===== src/rtl/mlp_ox_sequencer.sv =====
// Hardware driver for mlp_OX. It evaluates the test set, trains for EPOCHS epochs,
// then evaluates the test set again, counting passes before and after training.
module mlp_ox_sequencer #(
  parameter int NTRAIN = 100,
  parameter int NTEST  = 10,
  parameter int EPOCHS = 10,
  parameter int IW     = 7
) (
  input  logic          clk,
  input  logic          rst_n,
  input  logic          start,
  output logic [IW+1:0] pat_addr,
  input  logic [15:0]   pat_data,
  output logic [15:0]   mlp_x,
  output logic          mlp_is_O,
  output logic          mlp_learn,
  input  logic          mlp_y,
  output logic          busy,
  output logic          done,
  output logic [1:0]    phase,
  output logic [7:0]    epoch_cnt,
  output logic [7:0]    pre_pass,
  output logic [7:0]    post_pass
);

  typedef enum logic [2:0] {
    S_IDLE, S_FETCH, S_LOAD, S_WAIT, S_SAMPLE, S_UPD, S_GAP, S_DONE
  } state_t;

  state_t        state, state_n;
  logic          is_test, is_test_n;
  logic          label, label_n;
  logic [IW-1:0] idx, idx_n;
  logic [1:0]    wait_cnt, wait_n;
  logic [1:0]    phase_n;
  logic [7:0]    epoch_n, pre_n, post_n;
  logic [15:0]   mlp_x_n;
  logic          mlp_is_O_n;
  logic          advance;
  logic [1:0]    wait_last;
  logic [IW-1:0] idx_last;

  assign pat_addr  = {is_test, label, idx};
  assign mlp_learn = (state == S_UPD);
  assign done      = (state == S_DONE);
  assign busy      = (state != S_IDLE) && (state != S_DONE);

  // Eval waits 2 cycles for mlp_OX to settle; training waits 3 so S1..S3 complete.
  assign wait_last = is_test ? 2'd1 : 2'd2;
  assign idx_last  = is_test ? IW'(NTEST - 1) : IW'(NTRAIN - 1);

  always_ff @(posedge clk or negedge rst_n) begin
    if (!rst_n) begin
      state     <= S_IDLE;
      is_test   <= 1'b0;
      label     <= 1'b0;
      idx       <= '0;
      wait_cnt  <= '0;
      phase     <= '0;
      epoch_cnt <= '0;
      pre_pass  <= '0;
      post_pass <= '0;
      mlp_x     <= '0;
      mlp_is_O  <= 1'b0;
    end else begin
      state     <= state_n;
      is_test   <= is_test_n;
      label     <= label_n;
      idx       <= idx_n;
      wait_cnt  <= wait_n;
      phase     <= phase_n;
      epoch_cnt <= epoch_n;
      pre_pass  <= pre_n;
      post_pass <= post_n;
      mlp_x     <= mlp_x_n;
      mlp_is_O  <= mlp_is_O_n;
    end
  end

  always_comb begin
    state_n    = state;
    is_test_n  = is_test;
    label_n    = label;
    idx_n      = idx;
    wait_n     = wait_cnt;
    phase_n    = phase;
    epoch_n    = epoch_cnt;
    pre_n      = pre_pass;
    post_n     = post_pass;
    mlp_x_n    = mlp_x;
    mlp_is_O_n = mlp_is_O;
    advance    = 1'b0;

    unique case (state)
      S_IDLE: begin
        if (start) begin
          state_n   = S_FETCH;
          phase_n   = 2'd1;
          is_test_n = 1'b1;
          label_n   = 1'b1;
          idx_n     = '0;
          epoch_n   = '0;
          pre_n     = '0;
          post_n    = '0;
        end
      end
      S_FETCH: state_n = S_LOAD;
      S_LOAD: begin
        mlp_x_n    = pat_data;
        mlp_is_O_n = label;
        wait_n     = '0;
        state_n    = S_WAIT;
      end
      S_WAIT: begin
        if (wait_cnt == wait_last) state_n = is_test ? S_SAMPLE : S_UPD;
        else wait_n = wait_cnt + 2'd1;
      end
      S_SAMPLE: begin
        if (mlp_y == label) begin
          if (phase == 2'd1) pre_n = pre_pass + 8'd1;
          else post_n = post_pass + 8'd1;
        end
        advance = 1'b1;
      end
      S_UPD: state_n = S_GAP;
      S_GAP: advance = 1'b1;
      S_DONE: state_n = S_IDLE;
      default: state_n = S_IDLE;
    endcase

    // Step to the next sample: O set, then X set, then the next pass or DONE.
    if (advance) begin
      state_n = S_FETCH;
      if (idx != idx_last) begin
        idx_n = idx + IW'(1);
      end else if (label) begin
        label_n = 1'b0;
        idx_n   = '0;
      end else begin
        label_n = 1'b1;
        idx_n   = '0;
        unique case (phase)
          2'd1: begin
            phase_n   = 2'd2;
            is_test_n = 1'b0;
          end
          2'd2: begin
            epoch_n = epoch_cnt + 8'd1;
            if (epoch_cnt + 8'd1 == 8'(EPOCHS)) begin
              phase_n   = 2'd3;
              is_test_n = 1'b1;
            end
          end
          default: begin
            phase_n = 2'd0;
            label_n = label;
            idx_n   = idx;
            state_n = S_DONE;
          end
        endcase
      end
    end
  end

endmodule

===== config.mk =====
export PLATFORM = sky130hd
export DESIGN_NAME = mlp_ox_sequencer
export DESIGN_NICKNAME = d
export VERILOG_FILES = /design/src/rtl/mlp_ox_sequencer.sv
export SDC_FILE = /design/constraint.sdc
export NUM_CORES = 1
export LEC_CHECK = 0
export CAP_MARGIN = 20
export CORE_AREA = 2 2 82 84
export DETAILED_ROUTE_END_ITERATION = 10
export DIE_AREA = 0 0 84 86
export HOLD_SLACK_MARGIN = 0.1
export PLACE_DENSITY = 0.79
export SYNTH_ARGS = -nofsm -noshare
export SYNTH_HDL_FRONTEND = slang
export SYNTH_SLANG_ARGS = --single-unit

===== constraint.sdc =====
create_clock -name clk -period 2.8 [get_ports clk]
set_input_delay 0.42 -clock clk [delete_from_list [all_inputs] [get_ports clk]]
set_output_delay 0.42 -clock clk [all_outputs]
set_load 0.005 [all_outputs]

* Word level (Yosys, flattened, before mapping) *
Index checks and enable logic that the tools add are counted.

cells by class
  reduce and logical (&&, ||, !) cells = 15
  multiplexer cells = 52
  add/subtract/negate cells = 5
  equality and inequality tests = 22

operators by type and width
  kind                 count
  $mux 8               11
  $mux 7               7
  $pmux 8 s2           2
  $add 8x1->8 const B  3
  $mux 3               6
  $pmux 3 s6           1
  $mux 2               8
  $mux 1               14
  $eq 3x3->1 const B   4
  $ne 2x2->1 const B   5
  $ne 3x3->1 const B   3
  $eq 8x4->1 const B   1
  $pmux 2 s2           2
  $reduce_and 4->1     2
  $reduce_bool 2->1    4
  $add 7x1->7 const B  1
  $ne 7x7->1           1
  $reduce_bool 7->1    1
  $eq 3x2->1 const B   2
  $reduce_and 3->1     2
  $ne 4x3->1 const B   1
  $reduce_or 2->1      2
  $eq 3x1->1 const B   1
  $logic_not 3->1      1
  other kinds (9)      9

word-level totals
  bits of input ports = 20
  output and inout bits = 55
  bits in registers = 57
  word-level logic and storage cells = 105

* Longest topological paths before layout *
  word-level depth = 7
  gate-level depth with buffers = 7
  mapped depth without buffers = 6

* Worst setup path before layout *
OpenSTA, ideal clock, no wires.

  kind = reg-to-reg
  start point = reg label
  end point = reg pre_pass[7]
  data arrival time = 1.853 ns
  period minus slack after synthesis = 1.932 ns
  buffers on the path = 1
  cell stages (with the launch flop) = 7
  data required time = 2.722 ns
  setup slack = 0.868 ns
  setup time = 0.078 ns
  cell sequence = dfrtp_1 > xnor2_1 > mux2i_2 > or3_1 > buf_2 > or4_1 > a21oi_1

between the ends
  word-level cells in the longest chain between the ends = 3

ends and longest elaborated chain
  element                            RTL line  source
  start: declaration                 32        logic label, label_n;
  start signal: assignment           68        label <= label_n;
  $eq 1x1->1                         119       if (mlp_y == label) begin
  $ne 2x2->1 (no source line)        -
  $reduce_and 4->1 (no source line)  -
  end signal: assignment             73        pre_pass <= pre_n;
  end: declaration                   22        output logic [7:0] pre_pass,

No other way between the ends.
A chain may end at the register's enable or synchronous reset.

* Worst setup path in the final report *
  start point = reg state[2]
  end point = out done

between the ends
  word-level cells in the longest chain between the ends = 1

ends and longest elaborated chain
  element                   RTL line  source
  start: declaration        30        state_t state, state_n;
  start signal: assignment  66        state <= state_n;
  $eq 3x3->1                45        assign done = (state == S_DONE);
  end: declaration          19        output logic done,

No other way between the ends.

==> impl_table.tex <==
\begin{tabular}{lr}
\hline
Metric & Value \\
\hline
\multicolumn{2}{l}{\textbf{Finish}} \\
\quad Final Instance Area & 4030 µm² \\
\quad Area added between synthesis and finish & 34.3\% \\
\quad Fillers & 486 \\
\quad Count of non-filler cells in the finished layout & 461 \\
\quad Antenna cells & 0 \\
\quad Most common library cell in the layout ignoring fill and taps & clkdlybuf4s50\_1 \\
\quad Highest-count cells in the layout ignoring fill and taps & clkdlybuf4s50\_1, dfrtp\_1, nand2\_1, nor2\_1, nand3\_1 \\
\quad Layout cell share with drive strength beyond 1 & 0.141 \\
\quad Post-layout net count & between 400 and 500 \\
\multicolumn{2}{l}{\textbf{Global routing}} \\
\quad Global-route usage over all layers & 0.199 \\
\quad Wire length of the first global-routing pass & 11.7 mm \\
\quad Vias in the first global route & around 2600 \\
\quad Number of antenna violations at the first check in global routing & 0 \\
\quad Global route overflow & 0 \\
\quad Largest net degree at the start of global routing & 30 \\
\multicolumn{2}{l}{\textbf{Clock tree}} \\
\quad H-tree depth & 3 \\
\quad Number of gates given a new drive strength after cts & 0 \\
\quad CTS tree & built \\
\quad Number of clock sinks seen by CTS & 57 \\
\quad Number of CTS-inserted buffers & 9 \\
\quad Register clock-pin slew on the reported worst setup and hold paths & 0.07 ns \\
\quad Post-CTS Setup Repair Bufs & 0 \\
\quad Buffer type at the clock tree root & clkbuf\_8 \\
\quad Maximum buffer depth of the clock tree & 2 \\
\quad Number of buffers inserted for hold repair after clock tree synthesis & 0 \\
\quad Worst skew pair latency & 0.33 ns \\
\multicolumn{2}{l}{\textbf{STA}} \\
\quad Count of endpoints failing hold in the final timing report & 0 \\
\quad RSZ-0062 raised after global routing & no \\
\quad Final setup viols & 0 \\
\quad Clock Skew & 0.00475 ns \\
\quad Final-layout setup total negative slack & 0 ns \\
\quad Highest Clock Rate & between 400 and 500 MHz \\
\quad Least-Margin Pin Slew & 0.655 ns \\
\quad Count of pins over their slew limit & 0 \\
\quad Minimum clock period & about 2.3 ns \\
\quad Slew margin rel. & 0.563 \\
\quad Share of the clock period used by the worst path after layout & 0.805 \\
\multicolumn{2}{l}{\textbf{Setup path}} \\
\quad Kind of end point of the critical path & primary output \\
\quad CP arrival & 1.83 ns \\
\quad Cell breakdown of the critical path & inv\_1 > nor2\_1 > clkdlybuf4s50\_1 \\
\quad Kind of critical path & register to primary output \\
\quad Required time of the critical path & 2.38 ns \\
\quad Total buffers and inverters traversed by the critical path & 2 \\
\quad Biggest cell delay along the critical path & 0.62 ns \\
\quad Startpoint type of the worst setup path & register \\
\quad Critical Path Stages & 3 \\
\quad Maximum net fanout on the critical path & 14 \\
\quad CP max stage cell & dfrtp\_1 \\
\quad FF-to-FF path depth & 4 \\
\quad Top delay family on crit path & buffers and inverters \\
\multicolumn{2}{l}{\textbf{Synthesis}} \\
\quad Average footprint of a synthesized cell & 10.0 µm² \\
\quad Number of enable flip-flop cells after synthesis & 0 \\
\quad Commonest register cell after synthesis & dfrtp\_1 \\
\quad Flip-flop and latch count after synthesis & 57 \\
\quad Synthesized instance count & 299 \\
\quad Net count after synthesis & 326 \\
\quad Seq/Total Area, Yosys & 0.475 \\
\quad Number of distinct library cells after synthesis & 47 \\
\quad Yosys warnings & 0 \\
\quad Cell Area, Synth & 3000 µm² \\
\quad Post-synthesis async set-or-reset flop share & 1.00 \\
\multicolumn{2}{l}{\textbf{Hold path}} \\
\quad Hold/Removal Path Class & input port to asynchronous set/reset pin \\
\multicolumn{2}{l}{\textbf{Placement}} \\
\quad Area of placed instances & 3840 µm² \\
\quad Detailed Place HPWL & $\sim$4.7 mm \\
\quad GP Congestion & 0.831 \\
\quad Count of placed standard cells including taps & 445 \\
\quad Count of buffers from port buffering & 74 \\
\multicolumn{2}{l}{\textbf{Pwr}} \\
\quad Power, Total & 0.00353 W \\
\quad Switching power summed over all nets & around 0.0012 W \\
\quad Pwr per Cell Area & about 880 nW/µm² \\
\quad Max IR drop VDD & 686 µV \\
\quad Clock network fraction of total power & 0.213 \\
\quad Internal power & 0.00234 W \\
\quad Sequential share of power & 0.403 \\
\quad Proportion of total power due to net switching & 0.338 \\
\quad Leak & 1.64 nW \\
\quad Comb power frac & 0.384 \\
\multicolumn{2}{l}{\textbf{Detailed routing}} \\
\quad Wire length per cell after detailed routing & between 10 and 15 µm \\
\quad WL final & 6.75 mm \\
\quad First drt pass iteration count & 4 \\
\quad Via total after detailed routing & 2578 \\
\quad Detailed-route DRC error count & 0 \\
\quad Antenna-violating nets left & 0 \\
\quad Average via count per standard cell & 5.59 \\
\quad DR iter-0 viols & 156 \\
\multicolumn{2}{l}{\textbf{Floorplanning}} \\
\quad Starting Density & 0.478 \\
\quad Width of the chip & 84 µm \\
\quad Placeable core region & 6280 µm² \\
\quad Full die area & approximately 7200 µm² \\
\quad Chip Height & 86 µm \\
\quad Floorplan row count & 29 \\
\quad Number of top-level pins & 75 \\
\multicolumn{2}{l}{\textbf{Run}} \\
\quad Max-cap check violation count & 0 \\
\multicolumn{2}{l}{\textbf{Status}} \\
\quad Result of the run & finished clean \\
\hline
\end{tabular}
==> state kept, by name, indices dropped and copies added (netlist names) <==
signal     flops
post_pass      8
state          3
label          1
is_test        1
epoch_cnt      8
pre_pass       8
mlp_x         16
wait_cnt       2
idx            7
mlp_is_O       1
phase          2
==> area by class of cell <==
cell class                 instances  area (µm²)  area share
multi-input combinational        226        1510       0.373
sequential                        57        1430       0.354
timing repair buffer              79         786       0.195
clock buffer                       9         124      0.0307
tap                               77        96.3      0.0239
clock inverter                     7        71.3      0.0177
inverter                           6        22.5     0.00559
==> worst register-to-register path, delay by kind of cell, from the launching register on <==
| family | cells | cell delay [ns] |
|---|---|---|
| AOI/OAI and AO/OA | 1 | 0.15 |
| DFF | 1 | 0.51 |
| and+or+nand+nor | 3 | 1.43 |
==> through the flow <==
step / utilization / setup WS [ns] / hold slack, ns
after detailed placement: 0.611 / 0.392 / 0.485
after floorplan: - / 0.868 / 0.124
after global routing: 0.642 / 0.418 / 0.153
after CTS: 0.642 / 0.551 / 0.115
final: 0.642 / 0.547 / 0.112
after global placement: 0.611 / 0.420 / 0.486
==> metal layers <==
metal	vias to the layer above	track usage	part of all wire
met5	-	0	0
met4	0	0.0689	0.011
met3	9	0.0780	0.076
met2	78	0.311	0.46
met1	1230	0.255	0.45
li1	1261	-	-
==> path summary, 6_finish.rpt <==
kind / slack [ns] / startpoint / endpoint
setup reg to reg: 0.63 / state[1] / pre_pass[7]
min in group clk: 0.50 / mlp_x[7] / mlp_x[7]
max in group asynchronous: 2.10 / rst_n / post_pass[5]
hold reg to reg: 0.50 / mlp_x[7] / mlp_x[7]
setup / recovery: 0.55 / state[2] / done
hold / removal: 0.11 / rst_n / mlp_x[2]
==> power by group through the flow <==
stage	registers (W)	logic, W	clock network, W
3_5_place_dp	0.00143	0.00136	0
5_1_grt	0.00148	0.00148	0.000812
4_1_cts	0.00142	0.00137	0.000781
6_report	0.00142	0.00136	0.000753
3_3_place_gp	0.00142	0.00133	0
2_1_floorplan	0.00136	0.000704	0
==> synth_stat cells (all sizes together) (4+ instances only) <==
library cell	number	area [µm²]
dfrtp	57	1430
nand2	26	97.6
nor2	23	86.3
nand3	21	105
mux2	20	225
o21ai	19	95.1
a21oi	11	55.1
or4	10	75.1
nand2b	9	56.3
ha	7	87.6
nor3	7	35.0
xnor2	7	61.3
clkbuf	6	22.5
inv	6	22.5
nand4	6	37.5
mux2i	5	53.8
nor4	5	31.3
o31ai	5	37.5
and3	4	25.0
buf	4	25.0
nor3b	4	35.0
xor2	4	35.0
==> cells by family after synthesis <==
kind of cell	after synthesis	synth area share
AND/OR/NAND/NOR	132	0.241
multiplexers	25	0.0930
buffers and inverters	16	0.0233
XOR/XNOR	11	0.0321
adder cells (fa/ha/maj)	7	0.0292
AO/OA/AOI/OAI	51	0.107
flip-flops	57	0.475
No activity file was read; power rests on OpenSTA's default activity.
==> RTL change, RTL diff (same settings) <==
Register the outputs `pat_addr`, `mlp_learn`, `busy` and `done`, cleared by the reset; this adds one clock of latency there. The other outputs are not delayed to match.
--- a/src/rtl/mlp_ox_sequencer.sv
+++ b/src/rtl/mlp_ox_sequencer.sv
@@ -41,8 +41,17 @@
   logic [IW-1:0] idx_last;
 
-  assign pat_addr  = {is_test, label, idx};
-  assign mlp_learn = (state == S_UPD);
-  assign done      = (state == S_DONE);
-  assign busy      = (state != S_IDLE) && (state != S_DONE);
+  always_ff @(posedge clk or negedge rst_n) begin
+    if (!rst_n) begin
+      pat_addr  <= '0;
+      mlp_learn <= '0;
+      busy      <= '0;
+      done      <= '0;
+    end else begin
+      pat_addr  <= {is_test, label, idx};
+      mlp_learn <= (state == S_UPD);
+      busy      <= (state != S_IDLE) && (state != S_DONE);
+      done      <= (state == S_DONE);
+    end
+  end
 
   // Eval waits 2 cycles for mlp_OX to settle; training waits 3 so S1..S3 complete.
Function: changed (Yosys sat finds a counterexample within 4 cycles, from zero or initial values and one cycle with rst_n low).
==> RTL change against the original RTL <==
- first-iteration DRC count increased by 12%
- wire length up 3.2%
- sequential cell count rose by 12
- final area rose by 8.3%
- area after synthesis rose by 9.1%
- setup slack gained 0.018 ns
- largest power group unchanged
- final cell count grew 1.5%
- total power rose by 13%
- highest routed layer unchanged
==> RTL change: results (changes against the original RTL) <==
crit path DAT 2.50 ns (was 1.83 ns); Total Wirelength 6960 um (was 6750 um); DR pass1 iterations 4 (unchanged); drt initial violations 175 (was 156); Syn Nets 336 (was 326); Tot GR Track Use 0.210 (was 0.199); first-pass GRT wire length 12100 um (was 11700 um); Area after DPL 0.00411 sq mm (was 0.00384 sq mm); fin nets 413 (was 406); final setup vio count 0 (unchanged); Slowest Stage Delay on Critical Path 0.55 ns (was 0.62 ns); largest net degree at the start of global routing 40 (was 30); worst hold margin 0.129 ns (was 0.112 ns); maximum VDD drop 0.619 mV (was 0.686 mV); highest-delay cell along the critical path or4_1 (was dfrtp_1); DR vias 2592 (was 2578); combinational power share 0.336 (was 0.384); post-synthesis sequential area ratio 0.527 (was 0.475); Critical path buffers and inverters 0 (was 2); Place WS 0.327 ns (was 0.392 ns); Yosys warnings 0 (unchanged); Synth Area in Adders 0.0267 (was 0.0292); Critical R2R Capture post_pass[5] (was pre_pass[7]); Slew HR 0.523 (was 0.563); compound-gate portion of the synthesized area 0.104 (was 0.107); xor/xnor share of the synthesized area 0.0424 (was 0.0321); P_int 0.00276 W (was 0.00234 W); family with the most delay on the worst path simple AND/OR/NAND/NOR gates (was buffers and inverters); multiplexer share of the synthesized area 0.0817 (was 0.0930); status complete, no violations (unchanged); share of cells above drive strength 1 0.118 (was 0.141); DP Cell Count 452 (was 445); vias per cell 5.54 (was 5.59); CTS Buffer Depth 2 (unchanged); clock network fraction of design power 0.254 (was 0.213); post_cts resized 0 (unchanged); Worst Clk Skew 0.00968 ns (was 0.00475 ns); asr flop ratio synth 1.00 (unchanged); top cells by count, synth dfrtp_1, nor2_1, nand3_1 (was dfrtp_1, nand2_1, nor2_1); DP HPWL 4870 um (was 4740 um); gpl congestion 0.898 (was 0.831); flop2flop setup slack 0.56 ns (was 0.63 ns); power per cell area 916 mW/mm^2 (was 876 mW/mm^2); Syn Area/Cell 10.6 sq um (was 10.0 sq um); cell leakage power 1.78 nW (was 1.64 nW); largest cells by area after synthesis dfrtp_1, mux2_2, nand3_1 (unchanged)
==> RTL change: area by class of cell <==
cell class | instances | area [sq um]
repair buffers | 78 | 778
inverters | 6 | 22.5
well taps | 77 | 96.3
fillers | 469 | 1910
clock buffers | 11 | 151
clock inverters | 5 | 106
flip-flops and latches | 69 | 1730
multi-input cells | 222 | 1480
==> RTL change: worst max path at each step <==
stage / to / slack [ns] / cells after the start / from
finish: post_pass[5] / 0.56 / 4 / state[1]
global route: post_pass[5] / 0.50 / 4 / state[1]
CTS: post_pass[5] / 0.58 / 4 / state[1]
detailed placement: post_pass[5] / 0.33 / 6 / mlp_y
global placement: post_pass[5] / 0.36 / 6 / mlp_y
floorplan: post_pass[5] / 0.83 / 7 / phase[1]
==> RTL change: per-layer routing <==
metal,vias up,track usage,share of wire
met5,-,0,0
met4,0,0.0850,0.012
met3,9,0.0414,0.031
met2,52,0.350,0.50
met1,1261,0.272,0.45
li1,1270,-,-
